`src/rtl/logic_pipe_pkg.sv`:
```
// rtl/logic_pipe_pkg.sv - op encoding and per-bit direct/dual-form gate functions
package logic_pipe_pkg;

  typedef logic [2:0] op_t;

  localparam op_t OP_AND   = 3'd0;
  localparam op_t OP_NAND  = 3'd1;
  localparam op_t OP_OR    = 3'd2;
  localparam op_t OP_NOR   = 3'd3;
  localparam op_t OP_NANB  = 3'd4;
  localparam op_t OP_NAONB = 3'd5;
  localparam op_t OP_XOR   = 3'd6;
  localparam op_t OP_PASSA = 3'd7;

  // Bitwise ops are applied one bit at a time so the functions stay width-agnostic.
  function automatic logic direct_bit(op_t op, logic a, logic b);
    case (op)
      OP_AND:   return a & b;
      OP_NAND:  return ~(a & b);
      OP_OR:    return a | b;
      OP_NOR:   return ~(a | b);
      OP_NANB:  return ~a & ~b;
      OP_NAONB: return ~a | ~b;
      OP_XOR:   return a ^ b;
      default:  return a;
    endcase
  endfunction

  function automatic logic dual_bit(op_t op, logic a, logic b);
    case (op)
      OP_AND:   return ~(~a | ~b);
      OP_NAND:  return ~a | ~b;
      OP_OR:    return ~(~a & ~b);
      OP_NOR:   return ~a & ~b;
      OP_NANB:  return ~(a | b);
      OP_NAONB: return ~(a & b);
      OP_XOR:   return (a & ~b) | (~a & b);
      default:  return ~(~a);
    endcase
  endfunction

endpackage

```
`src/rtl/logic_pipe_dual_check_compare.sv`:
```
// rtl/logic_pipe_dual_check_compare.sv - combinational direct vs dual-form compare
module dual_form_compare
  import logic_pipe_pkg::*;
#(
  parameter int WIDTH = 8
) (
  input  op_t              op_i,
  input  logic [WIDTH-1:0] a_i,
  input  logic [WIDTH-1:0] b_i,
  input  logic             flt_i,
  output logic [WIDTH-1:0] direct_o,
  output logic             mis_o
);

  logic [WIDTH-1:0] dual;

  always_comb begin
    direct_o = '0;
    dual     = '0;
    for (int i = 0; i < WIDTH; i++) begin
      direct_o[i] = direct_bit(op_i, a_i[i], b_i[i]);
      dual[i]     = dual_bit(op_i, a_i[i], b_i[i]);
    end
    dual[0] = dual[0] ^ flt_i;
    mis_o   = |(direct_o ^ dual);
  end

endmodule

```
`src/rtl/logic_pipe_dual_check.sv`:
```
// rtl/logic_pipe_dual_check.sv - elastic one-stage self-checking logic pipe with error counter
module logic_pipe_dual_check
  import logic_pipe_pkg::*;
#(
  parameter int WIDTH     = 8,
  parameter int ERR_CNT_W = 8
) (
  input  logic                 clk,
  input  logic                 reset,
  input  logic                 in_valid,
  output logic                 in_ready,
  input  logic [WIDTH-1:0]     in_a,
  input  logic [WIDTH-1:0]     in_b,
  input  op_t                  in_op,
  input  logic                 in_flt,
  output logic                 out_valid,
  input  logic                 out_ready,
  output logic [WIDTH-1:0]     out_y,
  output logic                 out_mis,
  output logic                 err_sticky,
  output logic [ERR_CNT_W-1:0] err_cnt,
  input  logic                 err_clr
);

  logic                 valid_q, mis_q, sticky_q, sticky_d;
  logic [WIDTH-1:0]     y_q;
  logic [ERR_CNT_W-1:0] cnt_q, cnt_d, cnt_base;
  logic [WIDTH-1:0]     direct_c;
  logic                 mis_c, accept;

  dual_form_compare #(.WIDTH(WIDTH)) u_cmp (
    .op_i    (in_op),
    .a_i     (in_a),
    .b_i     (in_b),
    .flt_i   (in_flt),
    .direct_o(direct_c),
    .mis_o   (mis_c)
  );

  assign in_ready = !valid_q || out_ready;
  assign accept   = in_valid && in_ready;

  // Clear takes effect before the count of a beat accepted in the same cycle.
  always_comb begin
    cnt_base = err_clr ? '0 : cnt_q;
    cnt_d    = cnt_base;
    sticky_d = err_clr ? 1'b0 : sticky_q;
    if (accept && mis_c) begin
      sticky_d = 1'b1;
      if (cnt_base != '1) cnt_d = cnt_base + 1'b1;
    end
  end

  always_ff @(posedge clk) begin
    if (reset) begin
      valid_q  <= 1'b0;
      y_q      <= '0;
      mis_q    <= 1'b0;
      sticky_q <= 1'b0;
      cnt_q    <= '0;
    end else begin
      if (accept) begin
        valid_q <= 1'b1;
        y_q     <= direct_c;
        mis_q   <= mis_c;
      end else if (out_ready) begin
        valid_q <= 1'b0;
      end
      sticky_q <= sticky_d;
      cnt_q    <= cnt_d;
    end
  end

  assign out_valid  = valid_q;
  assign out_y      = y_q;
  assign out_mis    = mis_q;
  assign err_sticky = sticky_q;
  assign err_cnt    = cnt_q;

endmodule

```
`config.mk`:
```
export PLATFORM = sky130hd
export DESIGN_NAME = logic_pipe_dual_check
export DESIGN_NICKNAME = d
export VERILOG_FILES = /design/src/rtl/logic_pipe_pkg.sv /design/src/rtl/logic_pipe_dual_check_compare.sv /design/src/rtl/logic_pipe_dual_check.sv
export SDC_FILE = /design/constraint.sdc
export NUM_CORES = 1
export LEC_CHECK = 0
export CORE_MARGIN = 4
export CORE_UTILIZATION = 35
export DETAILED_ROUTE_END_ITERATION = 8
export PLACE_DENSITY = 0.59
export SLEW_MARGIN = 30
export SYNTH_ARGS = -nofsm -noshare
export SYNTH_HDL_FRONTEND = slang
export SYNTH_SLANG_ARGS = --single-unit
export TNS_END_PERCENT = 5
```
`constraint.sdc`:
```
create_clock -name clk -period 2.6 [get_ports clk]
set_input_delay 0.39 -clock clk [delete_from_list [all_inputs] [get_ports clk]]
set_output_delay 0.39 -clock clk [all_outputs]
set_load 0.005 [all_outputs]
```
; ---- Word level (Yosys, flattened, before mapping)
; Cells that the tools add are included.
[classes]
addsub = 1
n_eq_ne = 7
mux = 23
bitwise_logic = 114
n_reduce_logical = 8
[ops]
columns = operator, n
row1 = one-hot mux 1 bit (7 select lines), 16
row2 = inverter 1 bit, 48
row3 = AND 1 bit, 32
row4 = two-way mux 8 bit, 3
row5 = bitwise OR 1 bit, 24
row6 = == test 3 bit (second input constant), 3
row7 = XOR 1 bit, 9
row8 = adder 8 x 1 -> 8 bit (second input constant), 1
row9 = inequality test 8 bit (second input constant), 1
row10 = OR reduction 8 bit, 1
row11 = XOR 8 bit, 1
row12 = == test 3 x 2 -> 1 bit (second input constant), 2
row13 = two-way mux 1 bit, 4
row14 = nonzero test 2 bit, 2
row15 = == test 3 x 1 -> 1 bit (second input constant), 1
row16 = logical NOT 3 bit, 1
row17 = logical AND 1 bit, 2
row18 = logical NOT 1 bit, 1
row19 = logical OR 1 bit, 1
[word_totals]
reg_bits = 19
elab_cells = 158

; ---- Depth between registers and ports, before layout
; Gate-level depths: netlist of run 1.
[depth]
ltp_word = 9
mapped_depth = 7
ltp_nobuf = 6

; ---- Cells and area by module
; A second synthesis of run 1 with hierarchy kept.
[hier_totals]
cells_unflattened = 194
area_unflattened_um2 = 1637.8
[modules_own_cells]
columns = module, instances, cells_each, area_per_inst_um2
row1 = logic_pipe_dual_check, 1, 93, 845.8
row2 = dual_form_compare, 1, 101, 792.0

; ---- Least setup slack after synthesis of run 1
; Ideal clock, no wire load.
[synth_path]
path_kind = input port to flip-flop
start = in err_clr
end = reg cnt_q[0], in the netlist err_cnt[0]
setup_ns = 0.123
arrival_ns = 1.883
t_required_ns = 2.477
slack_ns = 0.594
stages = 7
n_path_buf = 1
cell_sequence = and2b_2 -> ha_1 -> nand3_1 -> or4b_1 -> buf_6 -> nand2_1 -> mux2_1
[synth_via]
elab_chain_cells = 4
[synth_rtl]
columns = element, line
row1 = "start, declared", logic_pipe_dual_check.sv:22  ; input logic err_clr
row2 = two-way mux 8 bit *, logic_pipe_dual_check.sv:45  ; cnt_base = err_clr ? '0 : cnt_q;
row3 = adder 8 x 1 -> 8 bit / inequality test 8 bit (equally long branches), logic_pipe_dual_check.sv:50  ; if (cnt_base != '1) cnt_d = cnt_base + 1'b1;
row4 = two-way mux 8 bit, logic_pipe_dual_check.sv:50
row5 = two-way mux 8 bit *, logic_pipe_dual_check.sv:48  ; if (accept && mis_c) begin
row6 = "end signal, assigned", logic_pipe_dual_check.sv:70  ; cnt_q <= cnt_d;
row7 = "end, declared", logic_pipe_dual_check.sv:27  ; logic [ERR_CNT_W-1:0] cnt_q, cnt_d, cnt_base;
; Every way passes the cells marked *; elsewhere a longest branch is shown, timed or not.
; A chain may end at the register's enable or synchronous reset.

; ---- Worst setup path in the final report of run 1
[layout_path]
start = in err_clr
end = reg cnt_q[5], in the netlist err_cnt[5]
; The elaborated chain is that of the path after synthesis.

==> impl_metrics.yaml, run 1 <==
run_status:
  status: "completed"
yosys:
  synthMuxAreaShare: 0.0704
  synth-simple-area-share: 0.245
  ys.flop_type: "dfxtp_1"
  synth_top_family_by_area: "simple AND/OR/NAND/NOR gates"
  syn_area_per_cell_um2: 7.76
  synthArstFlopShare: 0
  seq_area_frac_synth: 0.240
  synth_cell_types: 40
  netlist_instances: 204
  synth_fa_ha_area_frac: 0.134
  synth-compound-area-share: 0.220
  synth-xor-area-share: 0
  yosysWarnings: 0
  netlist_area_um2: 1580
  syn_nets: 246
  synth_seq_cells: 19
  synth_edf_count: 0
timing:
  worst_pin_slew_ns: 0.398
  rsz0062_at_grt: "false"
  period_minus_slack_ns: 2.30
  slew_violations: 0
  hold_violations: 0
  fin_crit_sh: 0.883
  setup_viol_count_final: 0
  skew_ns: 0.00391
  tns_ns: 0
  fmax_ghz: 0.436
  slew-limit-headroom: 0.734
finish:
  ff_latch_area_um2: 380
  fillCellCount: 448
  final_common_cell: "clkdlybuf4s50_1"
  num_antenna_cells: 0
  final_cell_mix: "44 x clkdlybuf4s50_1, 21 x nor2_1, 21 x nand2_1, 20 x inv_1, 19 x dfxtp_1"
  multi_input_area_um2: 1060
  drive_gt1_frac: 0.123
  nNetsFinal: 295
  finalNonFillerCells: 304
  area_growth_pct: 37.6
power_and_ir_drop:
  ir_drop_uv: 174
  leakage_nw: 0.997
  p_per_area_nw_per_um2: 342
critical_path:
  cp-end-kind: "flop"
  crit_fanout: 6
  r2r.worst_path.cells: 7
  arrival_ns: 2.50
  timing_worst_setup_path_type: "in -> reg"
  critPathLaunchType: "input port"
  critPathRequiredTime_ns: 2.81
worst_hold_path:
  hold_class: "reg -> reg"
  min_path_cells: 2
global_route:
  antenna_found_initial: 0
  grt_start_max_net_pins: 29
  first_global_vias: 1466
  grtUsageTotal: 0.150
  grt_pass1_wl_mm: 6.69
  globalRoute.totalOverflow: 0
route:
  vias: 1618
  drcViolationCount: 0
  antenna_left: 0
  drt-total-wl_mm: 4.04
  firstDrtPassIters: 4
  detail_route.wl_per_cell_um: 13.3
  initialDrtViolationCount: 56
  viasPerCell: 5.32
floorplanning:
  die_h_um: 75.2
  ios: 45
  die_x_um: 75.2
  fp.dieArea_um2: 5660
  initial_core_util: 0.364
  num_rows: 24
  coreArea_um2: 4350
clocking:
  clockBufferDepth: 2
  clk_pin_slew_worst_paths_ns: 0.08
  ctsResizeCount: 0
  worst_skew_pair.late_latency_ns: 0.26
  cts-buffers-inserted: 3
  h-tree-depth: 1
  cts_root_buffer: "clkbuf_8"
  postCtsSetupBuffers: 0
  ctsHoldBuffers: 0
  cts_tree: "built"
  clock-sinks: 19
placement:
  globalplace.congestion: 0.824
  io_buffers: 44
  post-place-cells: 300
  dp_hpwl_mm: 3.12
job:
  drv_cap: 0
## power by group
part / internal (W) / total [W] / leakage [nW] / switching, W
combinational: 0.000120 / 0.000217 / 0.819 / 0.0000964
clock: 0.000109 / 0.000216 / 0.0228 / 0.000107
sequential: 0.000306 / 0.000313 / 0.156 / 0.00000747
## logic make-up after synthesis
| group | Yosys count |
|---|---|
| adders and majority gates | 17 |
| and+or+nand+nor | 74 |
| AOI/OAI and AO/OA | 49 |
| buffers and inverters | 35 |
| DFF | 19 |
| muxes | 10 |
## worst max-delay path, cell delays in order
cell and delay (ns):
clkdlybuf4s50_1 0.44, and2b_2 0.24, ha_1 0.17, nand3_1 0.10
or4b_1 0.61, buf_4 0.20, a311oi_2 0.23, a41o_1 0.11
## final timing paths
check | to | slack [ns] | start
max | err_cnt[5] | 0.30 | err_clr
min reg2reg | out_mis | 0.50 | out_mis
min | out_mis | 0.50 | out_mis
max reg2reg | err_cnt[5] | 0.57 | err_cnt[0]
## registers in the layout, indices dropped and copies added, names as in the netlist
signal / count
err_cnt: 8
err_sticky: 1
out_mis: 1
out_valid: 1
out_y: 8
## stage by stage
step	hold WS (ns)	utilization	setup slack (ns)	total power, W	cell area, µm²
after floorplan	0.483	-	0.594	0.000434	1580
after global placement	0.479	0.490	0.0953	0.000537	2130
after detailed placement	0.484	0.490	0.0664	0.000538	2130
after CTS	0.503	0.500	0.308	0.000759	2180
after global routing	0.534	0.500	0.212	0.000798	2180
final	0.495	0.500	0.305	0.000746	2180
## metal layers
metal / up-vias / track usage / wire (µm)
met2: 39 / 0.270 / 2050
met4: 0 / 0.0233 / 16
met5: - / 0 / 0
met3: 2 / 0.0254 / 184
li1: 823 / - / -
met1: 754 / 0.190 / 1790
## area by class of cell
type,count,area share
Timing Repair Buffer,59,0.254
Inverter,20,0.0345
Tap cell,52,0.0299
Sequential cell,19,0.175
Multi-Input combinational cell,150,0.487
Clock buffer,4,0.0207
## cell usage after synthesis, types with 2 or more instances
master	count	share of area
o21ai_0	16	0.051
a31oi_1	2	0.0079
ha_1	17	0.13
clkbuf_1	8	0.019
buf_2	3	0.0095
a2bb2oi_1	8	0.044
buf_1	3	0.0071
mux2_1	3	0.021
inv_1	20	0.047
and3_1	4	0.016
and2b_2	2	0.011
a21oi_1	5	0.016
nand2_1	21	0.050
nor2_1	21	0.050
o21a_1	2	0.0095
and4_1	2	0.011
a221oi_1	8	0.044
mux2_2	6	0.043
nand3_1	5	0.016
nor4_1	7	0.028
nor2b_1	4	0.016
dfxtp_1	19	0.24
Note: power is estimated with default switching activity, not from simulation.
==> run 2, diff against run 1 <==
CTS_CLUSTER_SIZE = 16   (was default)
TNS_END_PERCENT = default   (was 5)
==> results of run 2 <==
Final layout, timing and power as in run 1 (identical DEF).
==> run 3, diff against run 2 <==
ABC_AREA = 1   (was default)
==> run 3 against run 2 <==
Compared with the run above:
- register-to-register slack better by 0.38 ns
- critical endpoint is now err_cnt[4]
- fmax is 17% higher
- highest routed layer unchanged
- largest power group unchanged
- combinational power is 4% lower
- clock-buffer cell count stayed put
- global-route usage is 0.20 points higher
- largest cell class unchanged
- via count is 7.0% higher
- power is 2.9% lower
- wire length is 2.6% lower
- sequential power hardly changed
==> impl_metrics.yaml, run 3 <==
run_status:
  status: "completed"
floorplanning:
  num_rows: 24
  coreArea_um2: 4350
  die_x_um: 74.9
  fp.dieArea_um2: 5610
  ios: 45
  initial_core_util: 0.360
  die_h_um: 74.9
finish:
  finalNonFillerCells: 370
  nNetsFinal: 361
  fillCellCount: 445
  final_cell_mix: "72 x nand2_1, 48 x inv_1, 44 x clkdlybuf4s50_1, 40 x nor2_1, 25 x nand3_1"
  num_antenna_cells: 0
  final_common_cell: "nand2_1"
  area_growth_pct: 36.9
  drive_gt1_frac: 0.0503
timing:
  slew-limit-headroom: 0.576
  rsz0062_at_grt: "false"
  fmax_ghz: 0.509
  tns_ns: 0
  skew_ns: 0.00622
  period_minus_slack_ns: 1.97
  hold_violations: 0
  fin_crit_sh: 0.756
  setup_viol_count_final: 0
  slew_violations: 0
  worst_pin_slew_ns: 0.635
  whs_ns: 0.466
critical_path:
  reg2reg_from: "err_cnt[1]"
  crit_path_start: "err_clr"
  r2r.worst_path.cells: 11
  critPathLaunchType: "input port"
  rrSetupSlack_ns: 0.95
  timing_worst_setup_path_type: "in -> reg"
  crit_fanout: 7
  endpoint: "err_cnt[4]"
  critPathRequiredTime_ns: 2.79
  arrival_ns: 2.16
  cp-end-kind: "flop"
  reg2reg_to: "err_cnt[4]"
clocking:
  cts_root_buffer: "clkbuf_8"
  h-tree-depth: 1
  cts_tree: "built"
  cts-buffers-inserted: 3
  postCtsSetupBuffers: 0
  clockBufferDepth: 2
  clk_pin_slew_worst_paths_ns: 0.07
  ctsHoldBuffers: 0
  ctsResizeCount: 0
  clock-sinks: 19
  worst_skew_pair.late_latency_ns: 0.25
global_route:
  grt_pass1_wl_mm: 6.63
  antenna_found_initial: 0
  globalRoute.totalOverflow: 0
  first_global_vias: 1508
  grtUsageTotal: 0.152
  grt_start_max_net_pins: 19
power_and_ir_drop:
  ir_drop_uv: 232
  leakage_nw: 1.05
  p_per_area_nw_per_um2: 337
worst_hold_path:
  hold_class: "reg -> reg"
  hp-start: "out_mis"
yosys:
  yosysMostFrequentCell: "nand2_1"
  synth_top_cell_area_share: 0.243
  yosysTopAreaCell: "dfxtp_1"
  netlist_instances: 268
  ys.flop_type: "dfxtp_1"
  synth_cell_types: 17
  synth_seq_cells: 19
  seq_area_frac_synth: 0.243
  yosysWarnings: 0
  synth_edf_count: 0
  syn_area_per_cell_um2: 5.85
  synthTopCellsByCount: "72 x nand2_1, 48 x inv_1, 40 x nor2_1, 25 x nand3_1, 21 x a21oi_1"
  synthArstFlopShare: 0
  netlist_area_um2: 1570
  syn_nets: 310
  synth_area_leaders: "dfxtp_1 24%, nand2_1 17%, ha_1 14%, inv_1 11%, nor2_1 9.6%"
route:
  viasPerCell: 4.68
  firstDrtPassIters: 4
  drcViolationCount: 0
  vias: 1732
  initialDrtViolationCount: 94
  antenna_left: 0
  drt-total-wl_mm: 3.94
  detail_route.wl_per_cell_um: 10.6
placement:
  globalplace.congestion: 0.830
  post-place-cells: 366
  dp_hpwl_mm: 3.09
  io_buffers: 44
job:
  drv_cap: 0
run 3: cell families after synthesis:
family,Yosys count,share of synthesized area
flip-flops,19,0.243
adder cells (fa/ha/maj),17,0.136
AO/OA/AOI/OAI,26,0.0830
buffers and inverters,55,0.133
AND/OR/NAND/NOR,151,0.405
run 3: cell type report:
class,instances,area (µm²),share of cell area
tap,52,65.1,0.0303
sequential,19,380,0.177
inverter,51,191,0.0892
timing repair buffer,50,485,0.226
clock buffer,4,45.0,0.0210
multi-input combinational,194,978,0.456
run 3: how the worst min path moves through the flow:
stage / cells after the start / end
floorplan: 2 / out_y[0]
global placement: 2 / out_y[1]
detailed placement: 2 / out_mis
CTS: 2 / out_mis
global route: 2 / out_mis
finish: 2 / out_mis
run 3: worst max-delay path, cell delays in order:
cell and delay, ns:
clkdlybuf4s50_1 0.47, inv_2 0.15, nand2_1 0.09, inv_1 0.06, ha_1 0.17, nand2_1 0.06, nor2_1 0.18, nand3_1 0.14
nand2_2 0.14, inv_1 0.09, nand3_1 0.07, nand2_1 0.05, nor2_1 0.08
run 3: metrics by stage:
step / util / worst slack, ns / area [µm²] / power (W)
after floorplan: - / 1.11 / 1570 / 0.000424
after CTS: 0.493 / 0.649 / 2150 / 0.000737
after global routing: 0.493 / 0.435 / 2150 / 0.000779
after global placement: 0.482 / 0.445 / 2100 / 0.000528
final: 0.493 / 0.635 / 2150 / 0.000724
after detailed placement: 0.482 / 0.395 / 2100 / 0.000528
run 3: where the power goes:
part           internal [W]  leakage [nW]  switching, W
logic              0.000103         0.876      0.000104
clock network      0.000109        0.0228     0.0000947
registers          0.000305         0.155    0.00000737
total              0.000517          1.05      0.000207
run 3: metal layers:
metal	global-route usage	part of all wire	vias up
li1	-	-	937
met1	0.203	0.48	742
met2	0.248	0.45	49
met3	0.0414	0.068	4
met4	0.0237	0.0064	0
met5	0	0	-
